<file path="config.mk">
export PLATFORM = sky130hd
export DESIGN_NAME = multi_button_debouncer
export DESIGN_NICKNAME = d
export VERILOG_FILES = /design/src/rtl/elevator_pkg.sv /design/src/rtl/debounce_channel.sv /design/src/rtl/multi_button_debouncer.sv
export SDC_FILE = /design/constraint.sdc
export NUM_CORES = 1
export LEC_CHECK = 0
export CORE_AREA = 4 4 168 170
export DETAILED_ROUTE_END_ITERATION = 10
export DIE_AREA = 0 0 172 174
export GPL_ROUTABILITY_DRIVEN = 0
export PLACE_DENSITY_LB_ADDON = 0.08
export SYNTH_ARGS = -nofsm -noshare
export SYNTH_HDL_FRONTEND = slang
export SYNTH_SLANG_ARGS = --single-unit
</file>
<file path="constraint.sdc">
create_clock -name clk -period 4.84 [get_ports clk]
set_input_delay 0.968 -clock clk [delete_from_list [all_inputs] [get_ports clk]]
set_output_delay 0.968 -clock clk [all_outputs]
set_load 0.1 [all_outputs]
</file>
<file path="src/rtl/elevator_pkg.sv">
// rtl/elevator_pkg.sv - shared constants, state encoding and width helper for the panel debouncer
package elevator_pkg;

  localparam int unsigned BOARD_CLK_HZ          = 50_000_000;
  // 20 us settle window and 1 ms long-press at the 50 MHz board clock
  localparam int unsigned DEFAULT_STABLE_CYCLES = BOARD_CLK_HZ / 50_000;
  localparam int unsigned DEFAULT_HOLD_CYCLES   = BOARD_CLK_HZ / 1_000;

  typedef enum logic {
    ST_STABLE   = 1'b0,
    ST_CHANGING = 1'b1
  } state_e;

  function automatic int unsigned cnt_width(input int unsigned max_count);
    return (max_count <= 2) ? 1 : $clog2(max_count);
  endfunction

endpackage

</file>
<file path="src/rtl/debounce_channel.sv">
// rtl/debounce_channel.sv - one button: 2-FF synchroniser, stability FSM, edge pulses and hold pulse
module debounce_channel
  import elevator_pkg::*;
#(
  parameter int unsigned STABLE_CYCLES = DEFAULT_STABLE_CYCLES,
  parameter int unsigned HOLD_CYCLES   = DEFAULT_HOLD_CYCLES,
  parameter logic        INIT_LEVEL    = 1'b0
) (
  input  logic clk,
  input  logic rst,
  input  logic btn_in,
  output logic btn_level,
  output logic btn_rise,
  output logic btn_fall,
  output logic btn_hold
);

  localparam int unsigned SW = cnt_width(STABLE_CYCLES);
  localparam int unsigned HW = cnt_width(HOLD_CYCLES);
  localparam logic [SW-1:0] STAB_LAST = SW'(STABLE_CYCLES - 1);
  localparam logic [HW-1:0] HOLD_LAST = HW'(HOLD_CYCLES - 1);

  logic          r_s1;
  logic          r_s2;
  state_e        r_state;
  logic [SW-1:0] r_stab_cnt;
  logic          r_level;
  logic          r_rise;
  logic          r_fall;
  logic [HW-1:0] r_hold_cnt;
  logic          r_hold_done;
  logic          r_hold;

  state_e        w_state_nxt;
  logic [SW-1:0] w_cnt_nxt;
  logic          w_level_nxt;
  logic          w_rise_nxt;
  logic          w_fall_nxt;

  always_comb begin
    w_state_nxt = r_state;
    w_cnt_nxt   = '0;
    w_level_nxt = r_level;
    w_rise_nxt  = 1'b0;
    w_fall_nxt  = 1'b0;
    case (r_state)
      ST_STABLE: begin
        if (r_s2 != r_level) begin
          w_state_nxt = ST_CHANGING;
          w_cnt_nxt   = SW'(1);
        end
      end
      ST_CHANGING: begin
        if (r_s2 == r_level) begin
          w_state_nxt = ST_STABLE;
        end else if (r_stab_cnt == STAB_LAST) begin
          w_state_nxt = ST_STABLE;
          w_level_nxt = r_s2;
          w_rise_nxt  = r_s2;
          w_fall_nxt  = ~r_s2;
        end else begin
          w_state_nxt = ST_CHANGING;
          w_cnt_nxt   = r_stab_cnt + 1'b1;
        end
      end
      default: w_state_nxt = ST_STABLE;
    endcase
  end

  always_ff @(posedge clk) begin
    if (rst) begin
      r_s1       <= INIT_LEVEL;
      r_s2       <= INIT_LEVEL;
      r_state    <= ST_STABLE;
      r_stab_cnt <= '0;
      r_level    <= INIT_LEVEL;
      r_rise     <= 1'b0;
      r_fall     <= 1'b0;
    end else begin
      r_s1       <= btn_in;
      r_s2       <= r_s1;
      r_state    <= w_state_nxt;
      r_stab_cnt <= w_cnt_nxt;
      r_level    <= w_level_nxt;
      r_rise     <= w_rise_nxt;
      r_fall     <= w_fall_nxt;
    end
  end

  // Starting "already held" when the level resets high keeps a hold from firing without a fresh rise
  always_ff @(posedge clk) begin
    if (rst) begin
      r_hold_cnt  <= '0;
      r_hold_done <= INIT_LEVEL;
      r_hold      <= 1'b0;
    end else if (!r_level) begin
      r_hold_cnt  <= '0;
      r_hold_done <= 1'b0;
      r_hold      <= 1'b0;
    end else begin
      r_hold <= 1'b0;
      if (!r_hold_done) begin
        if (r_hold_cnt == HOLD_LAST) begin
          r_hold_done <= 1'b1;
          r_hold      <= ~w_fall_nxt;
        end else begin
          r_hold_cnt <= r_hold_cnt + 1'b1;
        end
      end
    end
  end

  assign btn_level = r_level;
  assign btn_rise  = r_rise;
  assign btn_fall  = r_fall;
  assign btn_hold  = r_hold;

endmodule

</file>
<file path="src/rtl/multi_button_debouncer.sv">
// rtl/multi_button_debouncer.sv - N independent elevator panel button debouncers
module multi_button_debouncer
  import elevator_pkg::*;
#(
  parameter int unsigned N_CH          = 8,
  parameter int unsigned STABLE_CYCLES = DEFAULT_STABLE_CYCLES,
  parameter int unsigned HOLD_CYCLES   = DEFAULT_HOLD_CYCLES,
  parameter logic        INIT_LEVEL    = 1'b0
) (
  input  logic            clk,
  input  logic            rst,
  input  logic [N_CH-1:0] btn_in,
  output logic [N_CH-1:0] btn_level,
  output logic [N_CH-1:0] btn_rise,
  output logic [N_CH-1:0] btn_fall,
  output logic [N_CH-1:0] btn_hold
);

  for (genvar g = 0; g < N_CH; g++) begin : g_ch
    debounce_channel #(
      .STABLE_CYCLES (STABLE_CYCLES),
      .HOLD_CYCLES   (HOLD_CYCLES),
      .INIT_LEVEL    (INIT_LEVEL)
    ) u_ch (
      .clk       (clk),
      .rst       (rst),
      .btn_in    (btn_in[g]),
      .btn_level (btn_level[g]),
      .btn_rise  (btn_rise[g]),
      .btn_fall  (btn_fall[g]),
      .btn_hold  (btn_hold[g])
    );
  end

endmodule

</file>
==> out/qor.yml <==
min_path:
  min_path_cells: 1
  hp-class: "flip-flop to flip-flop"
  whs_endpoint: "g_ch[6].u_ch.r_s2$_SDFF_PP0_"
  worstHoldStart: "g_ch[6].u_ch.r_s1$_SDFF_PP0_"
setup_path:
  crit_path_cell_trace: "clkdlybuf4s50_1"
  timing.rr.start: "g_ch[2].u_ch.r_hold_cnt[0]$_SDFFE_PP0P_"
  path_delay_family: "buffers and inverters"
  timing.rr.end: "g_ch[2].u_ch.r_hold_cnt[2]$_SDFFE_PP0P_"
  r2r_slack_ns: 2.87
  worstSetupPathType: "flip-flop to primary output"
  path_max_fanout: 5
  endpoint_kind: "primary output"
  cp-start-kind: "flip-flop"
  worstPathArrival_ns: 2.12
  crit_buf_inv: 1
  critical_path.slowest_cell: "clkdlybuf4s50_1"
  cpPeakStageDelay_ns: 1.17
  reg2reg_depth: 5
  crit_required_ns: 3.87
floorplan:
  die_h_um: 174
  die_area_um2: 29900
  pin_count: 42
  rows: 60
  initial_core_util: 0.445
  die_w_um: 172
  core-area_um2: 26700
finish:
  fin_nets: 1371
  antenna-diode-count: 0
  final-seq-area_um2: 5450
  syn_to_final_growth_pct: 12.7
  nFillCells: 2547
  drive_gt1_frac: 0.0577
  multiInputGateArea_um2: 5960
  instances_no_fill: 1709
timing:
  fin_tns_setup_ns: 0
  max_freq_ghz: 0.324
  min_period_over_period: 0.637
  grt_setup_unrepaired: "no"
  hold_violations: 0
  setup_violations: 0
  period_minus_slack_ns: 3.08
  clock_skew_ns: 0.0111
  slew-limit-headroom: 0.336
  worstMarginPinSlew_ns: 0.992
  layout_setup_ws_ns: 1.76
  maxSlewViolCount: 0
cts:
  cts.repair.resized: 0
  cts.clk_slew.worst_paths_ns: 0.06
  clk_latency_ns: 0.54
  ctsRootBufferMaster: "clkbuf_16"
  ctsHoldBuffers: 0
  h-tree-depth: 1
  cts_setup_buffers: 0
  cts_tree: "built"
  clock_sinks: 272
  clockBufferDepth: 3
  cts_made_buffers: 30
routing:
  wl_per_cell_um: 12.6
  vias: 8927
  postRouteAntennaNets: 0
  drc: 0
  drt-initial-drc-count: 488
  drt_pass1_iterations: 6
  wirelength_mm: 21.6
  vias_per_cell: 5.22
global_routing:
  grt_max_degree: 28
  grt_pass1_wl_mm: 38.0
  track_usage: 0.144
  antenna_found_initial: 0
  grt_pass1_vias: 8415
  overflow: 0
logic_synthesis:
  synth_fp_nets: 1362
  async_reset_ff_frac: 0
  netlist.area_leader.share: 0.458
  synth_edf_count: 0
  yosys_warnings: 0
  syn_inst: 1336
  synth_seq_area_share: 0.458
  ys_ff_latch: 272
  synthTopCellsByArea: "dfxtp_1 (46%), xnor2_1 (6.3%), nor2_1 (5.8%)"
  synth_area_um2: 11900
  syn_avg_cell_area_um2: 8.90
  yosys-top-cells-count: "dfxtp_1 (272), nor2_1 (184), nand2_1 (91)"
  synth_most_common_cell: "dfxtp_1"
  synth_area_leader_cell: "dfxtp_1"
  synth_cell_types: 62
  synth_flop_cell: "dfxtp_1"
power:
  ir_drop_v: 0.000291
  power.total_uw: 4590
  p_per_area_nw_per_um2: 343
  leakage_uw: 0.00427
place:
  dp_cells: 1654
  hpwl_mm: 14.5
  preCtsSetupSlack_ns: 2.01
  portBuffers: 41
run_status:
  status: "finished, final reports clean"
job:
  cap_violations: 0
-- where the power goes --
part	switching (uW)	leakage (uW)	internal (uW)
registers	7.20	0.00219	2250
clock network	878	0.000513	1420
logic	16.7	0.00156	17.0
-- worst max-delay path by stage --
stage / start / cells past startpoint / end / slack (ns)
floorplan: rst / 5 / g_ch[1].u_ch.r_stab_cnt[0]$_SDFF_PP0_ / 2.63
global placement: rst / 5 / g_ch[3].u_ch.r_hold_cnt[15]$_SDFFE_PP0P_ / 2.01
detailed placement: rst / 5 / g_ch[3].u_ch.r_hold_cnt[3]$_SDFFE_PP0P_ / 2.01
CTS: g_ch[5].u_ch.btn_level$_SDFFE_PP0P_ / 1 / btn_level[5] / 1.70
global route: g_ch[5].u_ch.btn_level$_SDFFE_PP0P_ / 1 / btn_level[5] / 1.68
finish: g_ch[5].u_ch.btn_level$_SDFFE_PP0P_ / 1 / btn_level[5] / 1.76
-- area by class of cell --
type	count	area share
Sequential cell	272	0.407
Clock buffer	47	0.0699
Clock inverter	8	0.00673
Timing Repair Buffer	43	0.0314
Multi-Input combinational cell	968	0.445
Tap cell	341	0.0319
Inverter	30	0.00841
-- metrics by stage --
stage | hold WS (ns) | instance area (um2) | utilization
final | 0.431 | 13400 | 0.501
after global routing | 0.464 | 13400 | 0.501
after CTS | 0.433 | 13400 | 0.501
after detailed placement | 0.428 | 12400 | 0.463
after global placement | 0.418 | 12400 | 0.463
after floorplan | 0.414 | 11900 | -
-- metal layers --
metal,up-vias,share of wire,track usage,wire length (um)
met3,27,0.026,0.0230,560
met5,-,0,0,0
met1,4120,0.52,0.204,11100
li1,4696,-,-,-
met2,84,0.44,0.230,9450
met4,0,0.020,0.0341,423
-- cell usage in the layout (no fill, tap or decap), types with 7 or more instances in the layout --
master           Yosys  final
dfxtp_1            272    272
nor2_1             184    184
nand2_1             91     91
xnor2_1             86     86
nand3_1             69     69
nor3_1              52     52
nand4_1             50     50
xor2_1              47     47
a21oi_1             47     47
o21ai_0             44     44
clkdlybuf4s50_1      0     40
or3_1               33     33
clkbuf_16            0     31
inv_1               30     30
nand2b_1            28     28
nor2b_1             27     27
nor4_1              26     26
ha_1                16     16
and3_1              15     15
and4_1              13     13
nor4bb_1            10     10
nand4b_1            10     10
or4_1               10     10
clkbuf_8             0     10
mux2i_1              9      9
nand3b_1             9      9
a31o_2               8      8
o31ai_1              7      7
-- cells by family (layout without fill, tap and decap cells) --
logic type,after synthesis,in the layout,share of synthesized area
AO/OA/AOI/OAI,137,137,0.0701
XOR/XNOR,133,133,0.0980
adder cells (fa/ha/maj),16,16,0.0168
buffers and inverters,96,128,0.0405
flip-flops,272,272,0.458
multiplexers,11,11,0.00947
AND/OR/NAND/NOR,671,671,0.307
-- flip-flops by register name (all words and copies together), names as in the netlist --
signal and count:
g_ch.u_ch.r_stab_cnt 80, g_ch.u_ch.r_hold_done 8, g_ch.u_ch.btn_level 8, g_ch.u_ch.r_hold_cnt 128, g_ch.u_ch.r_s1 8, g_ch.u_ch.btn_hold 8, g_ch.u_ch.r_s2 8, g_ch.u_ch.btn_rise 8
g_ch.u_ch.btn_fall 8, g_ch.u_ch.r_state 8
No activity file was read; power rests on OpenSTA's default activity.
==> edit (same flow settings) <==
Add an input register stage for `btn_in`, without a reset; this delays it by one clock.
--- a/src/rtl/multi_button_debouncer.sv
+++ b/src/rtl/multi_button_debouncer.sv
@@ -17,4 +17,10 @@
 );
 
+  logic [N_CH-1:0] btn_q;
+
+  always_ff @(posedge clk) begin
+      btn_q <= btn_in;
+  end
+
   for (genvar g = 0; g < N_CH; g++) begin : g_ch
     debounce_channel #(
@@ -25,5 +31,5 @@
       .clk       (clk),
       .rst       (rst),
-      .btn_in    (btn_in[g]),
+      .btn_in    (btn_q[g]),
       .btn_level (btn_level[g]),
       .btn_rise  (btn_rise[g]),
Behaviour: no difference found for any inputs over 4 cycles, from zero or initial values and one cycle with rst high; that may be too few to reach the edited logic, so the function may still have changed.
==> edit against the unedited design <==
  * Power rose by 8.2%
  * Die area is the same
  * Final area rose by 2.7%
  * Sequential power up 3%
  * Synthesized area up 2.1%
  * Setup slack better by 0.020 ns
  * Sequential cell count is 8 higher
  * Wire length increased by 2.2%
  * Via count up 2.1%
==> edit: results <==
metrics = {
    "status": {
        "status": "complete, no violations",
    },
    "synthesis": {
        "yosysWarningCount": 0,
        "synth_xor_area_share_pct": 9.16,
        "yosysUniqueCellTypes": 61,
        "synth_mux_area_share_pct": 0.753,
        "yosys.area.top_type": "dfxtp_1",
        "avgSynthCellArea_sq_um": 8.87,
        "synth_compound_area_share_pct": 7.49,
        "synth_area_leaders": "dfxtp_1 46%, xnor2_1 6.1%, nor2_1 5.5%",
        "synthTopCellsByCount": "280 x dfxtp_1, 178 x nor2_1, 111 x nand2_1",
        "ys_seq_area_share_pct": 46.2,
        "synth-adder-area-share_pct": 1.65,
    },
    "power_and_ir_drop": {
        "vdd_drop_max_v": 0.000251,
        "p_leak_nw": 4.42,
    },
    "finish": {
        "antenna_cells": 0,
        "fillCellCount": 2513,
        "drive_gt1_share_pct": 5.87,
        "final_net_count": 1399,
    },
    "place": {
        "dpl.hpwl_mm": 14.8,
        "place_inst": 1678,
    },
    "worst_hold_path": {
        "holdCritPathClass": "reg2reg",
        "holdCritStartpoint": "g_ch[3].u_ch.r_s1",
    },
    "routing": {
        "vias": 9114,
        "viasPerCell": 5.25,
        "firstDrtPassIters": 8,
        "drc_errors": 0,
        "routed_wl_mm": 22.0,
        "first_iter_violations": 523,
    },
    "global_route": {
        "grt_util_met3_pct": 2.91,
        "antenna_found_initial": 0,
        "grt_use_met2_pct": 22.2,
        "grt_pass1_vias": 8324,
        "overflow": 0,
        "grtUsageMet1_pct": 21.5,
        "grt_pass1_wl_mm": 38.6,
        "grt_max_degree": 44,
        "grtUsageTotal_pct": 14.7,
    },
    "critical_path": {
        "cp_top_family": "buffers and inverters",
        "crit_arrival_ns": 2.10,
        "worstPathMaxFanout": 5,
        "rr_startpoint": "g_ch[6].u_ch.r_hold_cnt[0]",
        "startpoint": "g_ch[2].u_ch.btn_level",
        "cp_slowest_cell": "clkdlybuf4s50_1",
    },
    "clocking": {
        "clockBufferDepth": 3,
        "numCtsBuffers": 34,
        "root_buffer": "clkbuf_16",
        "clk_latency_ns": 0.50,
        "ctsResizeCount": 0,
        "htree_levels": 2,
    },
    "sta": {
        "fin_skew_ns": 0.0128,
        "tightest_slew_ns": 1.02,
    },
}
[edit: final cells by class]
type	instances	area, sq um	share of cell area [%]
Clock buffer	51	1070	7.77
Inverter	33	124	0.900
Tap cell	341	427	3.10
Timing Repair Buffer	42	413	3.00
Clock inverter	8	119	0.864
Sequential cell	280	5610	40.7
Multi-Input combinational cell	982	6000	43.6
[edit: kinds of logic after synthesis]
kind of cell	Yosys count
AO/OA/AOI/OAI	149
flip-flops	280
adder cells (fa/ha/maj)	16
XOR/XNOR	127
multiplexers	9
buffers and inverters	107
AND/OR/NAND/NOR	681
[edit: routing by layer]
layer / vias to the layer above / share of wire [%]
met5: - / 0
met4: 0 / 1.6
met3: 29 / 3.5
met2: 101 / 43
met1: 4179 / 52
li1: 4805 / -
[edit: final timing paths]
kind / to / slack [ns] / cells past startpoint
worst max-delay path: btn_level[2] / 1.78 / 1
worst min-delay path: g_ch[3].u_ch.r_s2 / 0.43 / 1
worst max register to register: g_ch[6].u_ch.r_hold_cnt[14] / 2.90 / 5
worst min register to register: g_ch[3].u_ch.r_s2 / 0.43 / 1
[edit: where the power goes]
group	internal, mW	leakage (nW)	switching, mW
registers	2.32	2.26	0.00825
logic	0.0170	1.57	0.0153
clock network	1.68	0.589	0.926
[edit: metrics by stage]
stage | setup WS (ns) | instance area [sq um] | hold slack (ns)
global route | 1.71 | 13800 | 0.448
global placement | 2.01 | 12600 | 0.417
finish | 1.78 | 13800 | 0.432
floorplan | 2.78 | 12100 | 0.414
detailed placement | 2.00 | 12600 | 0.422
CTS | 1.73 | 13800 | 0.436
